<file path="src/rtl/lcd_frame_streamer_if.sv">
// rtl/lcd_frame_streamer_if.sv - control, frame RAM and LCD pin bundle for lcd_frame_streamer
interface lcd_frame_streamer_if #(
  parameter int ADDR_W = 13
);
  logic              start;
  logic              continuous;
  logic              busy;
  logic              done;
  logic              mem_rd;
  logic [ADDR_W-1:0] mem_addr;
  logic [7:0]        mem_data;
  logic              lcd_sck;
  logic              lcd_sdin;
  logic              lcd_dc;
  logic              lcd_sce;

  modport master (
    input  start, continuous, mem_data,
    output busy, done, mem_rd, mem_addr, lcd_sck, lcd_sdin, lcd_dc, lcd_sce
  );

  modport slave (
    output start, continuous, mem_data,
    input  busy, done, mem_rd, mem_addr, lcd_sck, lcd_sdin, lcd_dc, lcd_sce
  );
endinterface

</file>
<file path="src/rtl/lcd_frame_streamer.sv">
// rtl/lcd_frame_streamer.sv - streams command and pixel bytes from frame RAM to a PCD8544 over SPI
module lcd_frame_streamer #(
  parameter int ADDR_W  = 13,
  parameter int N_CMD   = 6,
  parameter int N_DATA  = 504,
  parameter int CLK_DIV = 4
) (
  input  logic clk,
  input  logic rst,
  lcd_frame_streamer_if.master bus
);
  localparam int                DIV_W    = (CLK_DIV > 1) ? $clog2(CLK_DIV) : 1;
  localparam logic [DIV_W-1:0]  DIV_LAST = DIV_W'(CLK_DIV - 1);
  localparam logic [ADDR_W-1:0] CMD_END  = ADDR_W'(N_CMD);
  localparam logic [ADDR_W-1:0] LAST_IDX = ADDR_W'(N_CMD + N_DATA - 1);

  typedef enum logic [2:0] {IDLE, FETCH, WAIT, SHIFT, DONE} state_t;

  state_t            state;
  logic [ADDR_W-1:0] index;
  logic [6:0]        shreg;
  logic [DIV_W-1:0]  div_cnt;
  logic [3:0]        half;

  always_ff @(posedge clk or posedge rst) begin
    if (rst) begin
      state        <= IDLE;
      index        <= '0;
      shreg        <= '0;
      div_cnt      <= '0;
      half         <= '0;
      bus.busy     <= 1'b0;
      bus.done     <= 1'b0;
      bus.mem_rd   <= 1'b0;
      bus.mem_addr <= '0;
      bus.lcd_sck  <= 1'b0;
      bus.lcd_sdin <= 1'b0;
      bus.lcd_dc   <= 1'b0;
      bus.lcd_sce  <= 1'b1;
    end else begin
      case (state)
        IDLE: begin
          bus.done <= 1'b0;
          if (bus.start) begin
            state        <= FETCH;
            index        <= '0;
            bus.mem_rd   <= 1'b1;
            bus.mem_addr <= '0;
            bus.lcd_sce  <= 1'b0;
            bus.busy     <= 1'b1;
          end
        end
        FETCH: begin
          bus.mem_rd <= 1'b0;
          state      <= WAIT;
        end
        WAIT: begin
          // dc is tied to the byte entering the shifter, not to the fetch address
          shreg        <= bus.mem_data[6:0];
          bus.lcd_sdin <= bus.mem_data[7];
          bus.lcd_dc   <= (index < CMD_END) ? 1'b0 : 1'b1;
          bus.lcd_sck  <= 1'b0;
          div_cnt      <= '0;
          half         <= '0;
          state        <= SHIFT;
        end
        SHIFT: begin
          if (div_cnt == DIV_LAST) begin
            div_cnt <= '0;
            if (half == 4'd15) begin
              bus.lcd_sck <= 1'b0;
              if (index < LAST_IDX) begin
                index        <= index + 1'b1;
                bus.mem_addr <= index + 1'b1;
                bus.mem_rd   <= 1'b1;
                state        <= FETCH;
              end else if (bus.continuous) begin
                index        <= CMD_END;
                bus.mem_addr <= CMD_END;
                bus.mem_rd   <= 1'b1;
                state        <= FETCH;
              end else begin
                bus.done <= 1'b1;
                state    <= DONE;
              end
            end else begin
              half <= half + 1'b1;
              if (!half[0]) begin
                bus.lcd_sck <= 1'b1;
              end else begin
                // next bit presented on the falling edge, stable for the next rise
                bus.lcd_sck  <= 1'b0;
                bus.lcd_sdin <= shreg[6];
                shreg        <= {shreg[5:0], 1'b0};
              end
            end
          end else begin
            div_cnt <= div_cnt + 1'b1;
          end
        end
        DONE: begin
          bus.done    <= 1'b0;
          bus.busy    <= 1'b0;
          bus.lcd_sce <= 1'b1;
          state       <= IDLE;
        end
        default: state <= IDLE;
      endcase
    end
  end
endmodule

</file>
<file path="src/flat_wrapper.sv">
// flat-port wrapper written by rule: the top's interface ports become plain ports
module lcd_frame_streamer_flat 
#(
  parameter int ADDR_W  = 13,
  parameter int N_CMD   = 6,
  parameter int N_DATA  = 504,
  parameter int CLK_DIV = 4
)
  (clk, rst, bus_start, bus_continuous, bus_mem_data, bus_busy, bus_done, bus_mem_rd, bus_mem_addr, bus_lcd_sck, bus_lcd_sdin, bus_lcd_dc, bus_lcd_sce);
  lcd_frame_streamer_if #(.ADDR_W(ADDR_W)) bus_i ();
  input  logic clk;
  input  logic rst;
  input wire logic [$bits(bus_i.start)-1:0] bus_start;
  input wire logic [$bits(bus_i.continuous)-1:0] bus_continuous;
  input wire logic [$bits(bus_i.mem_data)-1:0] bus_mem_data;
  output wire logic [$bits(bus_i.busy)-1:0] bus_busy;
  output wire logic [$bits(bus_i.done)-1:0] bus_done;
  output wire logic [$bits(bus_i.mem_rd)-1:0] bus_mem_rd;
  output wire logic [$bits(bus_i.mem_addr)-1:0] bus_mem_addr;
  output wire logic [$bits(bus_i.lcd_sck)-1:0] bus_lcd_sck;
  output wire logic [$bits(bus_i.lcd_sdin)-1:0] bus_lcd_sdin;
  output wire logic [$bits(bus_i.lcd_dc)-1:0] bus_lcd_dc;
  output wire logic [$bits(bus_i.lcd_sce)-1:0] bus_lcd_sce;
  assign bus_i.start = bus_start;
  assign bus_i.continuous = bus_continuous;
  assign bus_i.mem_data = bus_mem_data;
  assign bus_busy = bus_i.busy;
  assign bus_done = bus_i.done;
  assign bus_mem_rd = bus_i.mem_rd;
  assign bus_mem_addr = bus_i.mem_addr;
  assign bus_lcd_sck = bus_i.lcd_sck;
  assign bus_lcd_sdin = bus_i.lcd_sdin;
  assign bus_lcd_dc = bus_i.lcd_dc;
  assign bus_lcd_sce = bus_i.lcd_sce;
  lcd_frame_streamer #(.ADDR_W(ADDR_W), .N_CMD(N_CMD), .N_DATA(N_DATA), .CLK_DIV(CLK_DIV)) u_core (.clk(clk), .rst(rst), .bus(bus_i));
endmodule
</file>
<file path="config.mk">
export PLATFORM = sky130hd
export DESIGN_NAME = lcd_frame_streamer_flat
export DESIGN_NICKNAME = d
export VERILOG_FILES = /design/src/rtl/lcd_frame_streamer_if.sv /design/src/rtl/lcd_frame_streamer.sv /design/src/flat_wrapper.sv
export SDC_FILE = /design/constraint.sdc
export NUM_CORES = 1
export LEC_CHECK = 0
export BUFFER_PORTS_ARGS = -buffer_cell sky130_fd_sc_hd__buf_4
export CELL_PAD_IN_SITES_DETAIL_PLACEMENT = 0
export CELL_PAD_IN_SITES_GLOBAL_PLACEMENT = 1
export CORE_MARGIN = 5
export CORE_UTILIZATION = 46
export DETAILED_ROUTE_END_ITERATION = 8
export GPL_ROUTABILITY_DRIVEN = 0
export PLACE_DENSITY = 0.9
export SLEW_MARGIN = 20
export SYNTH_ARGS = -nofsm -noshare
export SYNTH_HDL_FRONTEND = slang
export SYNTH_SLANG_ARGS = --single-unit
</file>
<file path="constraint.sdc">
create_clock -name clk -period 3 [get_ports clk]
set_input_delay 0 -clock clk [delete_from_list [all_inputs] [get_ports clk]]
set_output_delay 0 -clock clk [all_outputs]
set_load 0.02 [all_outputs]
</file>
# After elaboration in Yosys (flattened, before gate mapping)
# Cells that the tools add are included.
[totals]
elab_cells = 90
input_bits = 12
out_inout_bits = 20
register_bits = 36
[classes]
addsub = 3
n_reduce_logical = 15
order_cmp = 2
mux = 44
eq_ne = 14
[op_table]
columns = ["cell", "n"]
rows = [
  ["two-way mux 13 bit", 5],
  ["one-hot mux 13 bit (2 select lines)", 1],
  ["two-way mux 7 bit", 3],
  ["two-way mux 1 bit", 17],
  ["two-way mux 3 bit", 5],
  ["AND reduction 5 bit", 3],
  ["one-hot mux 7 bit (2 select lines)", 1],
  ["adder 13 x 1 -> 13 bit, second input constant", 1],
  ["less-than comparator 13 x 3 -> 1 bit, second input constant", 1],
  ["less-than comparator 13 x 9 -> 1 bit, second input constant", 1],
  ["one-hot mux 3 bit (4 select lines)", 1],
  ["one-hot mux 1 bit (2 select lines)", 5],
  ["two-way mux 4 bit", 2],
  ["inequality test 2 bit, second input constant", 4],
  ["one-hot mux 4 bit (2 select lines)", 1],
  ["nonzero test 2 bit", 4],
  ["== test 3 x 2 -> 1 bit, second input constant", 2],
  ["inequality test 2 x 1 -> 1 bit, second input constant", 3],
  ["AND reduction 3 bit", 2],
  ["adder 4 x 1 -> 4 bit, second input constant", 1],
  ["== test 4 bit, second input constant", 1],
  ["one-hot mux 2 bit (2 select lines)", 1],
  ["AND reduction 2 bit", 2],
  ["AND reduction 4 bit", 1],
  ["10 further kinds", 10],
]

# Depth between registers and ports, before layout
[depth]
ltp_word = 5
depth_mapped = 8
depth_no_buf = 5

# Worst setup path before layout
# No wires, ideal clock.
[synth_path]
kind = "flip-flop to flip-flop"
startpoint = "register u_core.index[12]"
endpoint = "register u_core.index[4]"
stages_incl_launch_ff = 6
arrival_time_ns = 1.689
t_required_ns = 2.879
setup_ns = 0.121
n_path_buf = 1
period_less_slack_ns = 1.810
slack_ns = 1.190
cell_sequence = "dfrtp_1 nor4_1 o21ai_2 a21o_4 buf_6 a22o_1"
[synth_via]
elab_chain_len = 5
word_cells_on_any_way = 7
cone_classes = "1 x order compare; 1 x eq/ne; 4 x mux; 1 x reduce/logical"
[synth_rtl]
columns = ["item", "line_no", "rtl"]
rows = [
  ["start: declaration", "lcd_frame_streamer.sv:20", "logic [ADDR_W-1:0] index;"],
  ["start signal: assignment", "lcd_frame_streamer.sv:73", "index <= index + 1'b1;"],
  ["less-than comparator 13 x 9 -> 1 bit *", "lcd_frame_streamer.sv:72", "if (index < LAST_IDX) begin"],
  ["two-way mux 13 bit", "lcd_frame_streamer.sv:72", ""],
  ["two-way mux 13 bit", "lcd_frame_streamer.sv:70", "if (half == 4'd15) begin"],
  ["two-way mux 13 bit", "lcd_frame_streamer.sv:68", "if (div_cnt == DIV_LAST) begin"],
  ["one-hot mux 13 bit (2 select lines)", "lcd_frame_streamer.sv:41", "case (state)"],
]
# Every way passes the cells marked *; elsewhere a longest branch is shown, timed or not. The select of a mux whose other input is x is not followed.
# A chain may end at the register's enable or synchronous reset.

# Worst setup path after layout
[layout_path]
startpoint = "register u_core.div_cnt[0]"
endpoint = "register u_core.index[8]"
[layout_via]
elab_chain_len = 3
[layout_rtl]
columns = ["item", "line_no", "rtl"]
rows = [
  ["start: declaration", "lcd_frame_streamer.sv:22", "logic [DIV_W-1:0] div_cnt;"],
  ["start signal: assignment", "lcd_frame_streamer.sv:98", "div_cnt <= div_cnt + 1'b1;"],
  ["== test 2 bit", "lcd_frame_streamer.sv:68", ""],
  ["inequality test 2 x 1 -> 1 bit (no source line)", "n/a", ""],
  ["AND reduction 5 bit (no source line)", "n/a", ""],
]
# No other way between the ends.

==> results_dict.tcl <==
set metrics [dict create \
    status "finished, final reports clean" \
    dp_hpwl_mm 2.86 \
    root_buffer "clkbuf_8" \
    setup_viol 0 \
    dr_total_vias 1523 \
    syn_inst 180 \
    ant_nets 0 \
    clkTransAtPathRegs_ns 0.07 \
    finalHoldViolations 0 \
    num_io_pins 32 \
    clockBufferDepth 2 \
    firstDrtPassIters 4 \
    die_area_um2 5510 \
    drt_drc_violations_left 0 \
    cp_slowest_cell "o22a_1" \
    synth_fp_nets 195 \
    min_period_ns 2.00 \
    cp.arrival_ns 2.18 \
    crit_chain "ha_1, nand4_1, o22a_1, a21o_4, a22o_2" \
    drive_gt1_share_pct 28.8 \
    max_freq_mhz 499 \
    regArea_um2 902 \
    synth-seq-area-share_pct 47.5 \
    place_ws_ns 0.993 \
    placementRows 23 \
    holdWs_ns 0.0285 \
    power.density_nw_per_um2 653 \
    overflow 0 \
    area_growth_pct 18.1 \
    critPathKind "reg -> reg" \
    cp.required_ns 3.18 \
    antenna_found_initial 0 \
    critPathTopFamily "compound AO/OA/AOI/OAI gates" \
    power_mw 1.46 \
    n_antenna_cell 0 \
    cts_made_buffers 5 \
    fin_setup_tns_ns 0 \
    grt_max_degree 25 \
    wl_per_cell_um 15.1 \
    utilization_pct 56.0 \
    cp-start-kind "flop" \
    grt_pass1_wl_mm 6.93 \
    synth_top_area_share_pct 46.1 \
    cts.sink_count 36 \
    min_path_type "in -> reg" \
    io_buffers 31 \
    n_fill_cell 376 \
    synth-edff-count 0 \
    initial_utilization_pct 47.5 \
    drv_slew 0 \
    cts_tree "yes" \
    ir_drop_mv 0.251 \
    synth_top_area_cell "dfrtp_1" \
    tightestPinTransition_ns 0.634 \
    fp.dieH_um 74.2 \
    post_synth.cell_area_avg_um2 10.5 \
    synth.distinct_cells 44 \
    syn-cell-area_um2 1900 \
    ctsResizeCount 0 \
    p_leak_nw 1.01 \
    first_global_vias 1470 \
    skew_ns 0.00585 \
    synthTopCellsByArea "dfrtp_1 (46%), mux2_2 (7.7%), o21ai_0 (4.2%)" \
    htree_num_levels 2 \
    via_per_inst 5.75 \
    core-area_um2 4000 \
    cp_slowest_stage_delay_ns 0.38 \
    fin_crit_sh_pct 66.8 \
    crit_fanout 12 \
    crit_path_end_kind "flop" \
    yosys_warnings 0 \
    clkLatencyLatePin_ns 0.29 \
    synthArstFlopShare_pct 100 \
    maxSlewHeadroom_pct 57.4 \
    multi_input_area_um2 891 \
    die_w_um 74.2 \
    synth-main-ff-cell "dfrtp_1" \
    cap_violations 0 \
    drt-initial-drc-count 81 \
    routed_wl_mm 4.01 \
    grtUsageTotal_pct 16.6 \
    nets 229 \
    ys_seq_elements 36 \
    cp_num_buf_inv 0 \
    fin_ws_ns 0.997 \
    rsz0062_at_grt "false" \
]
-- cells in the mapped netlist (3+ instances only) --
| cell type | number |
|---|---|
| a211oi_1 | 4 |
| a21oi_1 | 8 |
| a22o_1 | 5 |
| a22o_2 | 3 |
| and2_2 | 3 |
| buf_4 | 3 |
| buf_6 | 4 |
| dfrtp_1 | 35 |
| ha_1 | 3 |
| inv_1 | 9 |
| mux2_2 | 13 |
| nand2_1 | 10 |
| nand2b_1 | 3 |
| nand3_1 | 7 |
| nand4_1 | 5 |
| nor2_1 | 11 |
| o21ai_0 | 16 |
| o22a_1 | 3 |
| or3_1 | 5 |
-- worst reg2reg max path, stage by stage (launching register included) --
cell	delay, ns
dfrtp_1	0.37
ha_1	0.34
nand4_1	0.26
o22a_1	0.38
a21o_4	0.28
a22o_2	0.26
-- cell type report --
cell class / instances / share of cell area, %
sequential: 36 / 40.3
inverter: 9 / 1.51
clock inverter: 1 / 0.223
clock buffer: 7 / 3.41
multi-input combinational: 127 / 39.8
tap: 50 / 2.79
timing repair buffer: 35 / 12.1
-- repair_timing --
action / in CTS / in global routing
hold buffers: 3 / 0
setup buffers: 0 / 0
hold endpoints to repair: 13 / 0
-- metrics by stage --
step | instances | instance area [um^2]
final | 265 | 2240
after global routing | 265 | 2240
after CTS | 265 | 2240
after detailed placement | 254 | 2130
after global placement | 254 | 2130
after floorplan | 180 | 1900
-- sequential cells by signal, indices dropped and copies added (netlist names), 2 cells and up --
| signal | cells |
|---|---|
| u_core.index | 13 |
| u_core.half | 4 |
| u_core.shreg | 7 |
| u_core.div_cnt | 2 |
| u_core.state | 3 |
-- cell usage in the layout, fill, tap and decap left out, types with 7 or more instances in the layout --
cell type,n
inv_1,9
nand2_1,10
dfrtp_1,35
nor2_1,11
buf_4,32
mux2_2,13
nand3_1,7
a21oi_1,8
o21ai_0,16
-- power by group --
part,switching (mW),internal [mW]
Sequential,0.0936,0.603
Combinational,0.209,0.234
Clock,0.163,0.163
-- worst paths after layout --
| check | start | endpoint | slack, ns | cells past startpoint |
|---|---|---|---|---|
| max reg2reg | u_core.div_cnt[0]$_DFFE_PP0P_ | u_core.index[8]$_DFFE_PP0P_ | 1.0 | 5 |
| min | bus_start | u_core.bus.busy$_DFFE_PP0P_ | 0.03 | 3 |
| max in group asynchronous | rst | u_core.index[8]$_DFFE_PP0P_ | 2.03 | 4 |
| min in group asynchronous | rst | u_core.half[2]$_DFFE_PP0P_ | 0.28 | 3 |
| min reg2reg | u_core.bus.lcd_sck$_DFFE_PP0P_ | u_core.bus.lcd_sck$_DFFE_PP0P_ | 0.48 | 2 |
| max | u_core.div_cnt[0]$_DFFE_PP0P_ | u_core.index[8]$_DFFE_PP0P_ | 1.0 | 5 |
-- kinds of logic after synthesis --
family,share of synthesized area (%)
AND/OR/NAND/NOR,15.9
adder cells (fa/ha/maj),1.98
buffers and inverters,5.54
flip-flops,47.5
AO/OA/AOI/OAI,21.4
multiplexers,7.71
-- routing by layer --
metal	track usage, %	vias up	share of wire, %
met5	0	-	0
met2	25.7	34	49
li1	-	735	-
met4	9.88	0	1.0
met1	20.9	748	45
met3	4.46	6	5.0
Note: power is estimated with default switching activity, not from simulation.
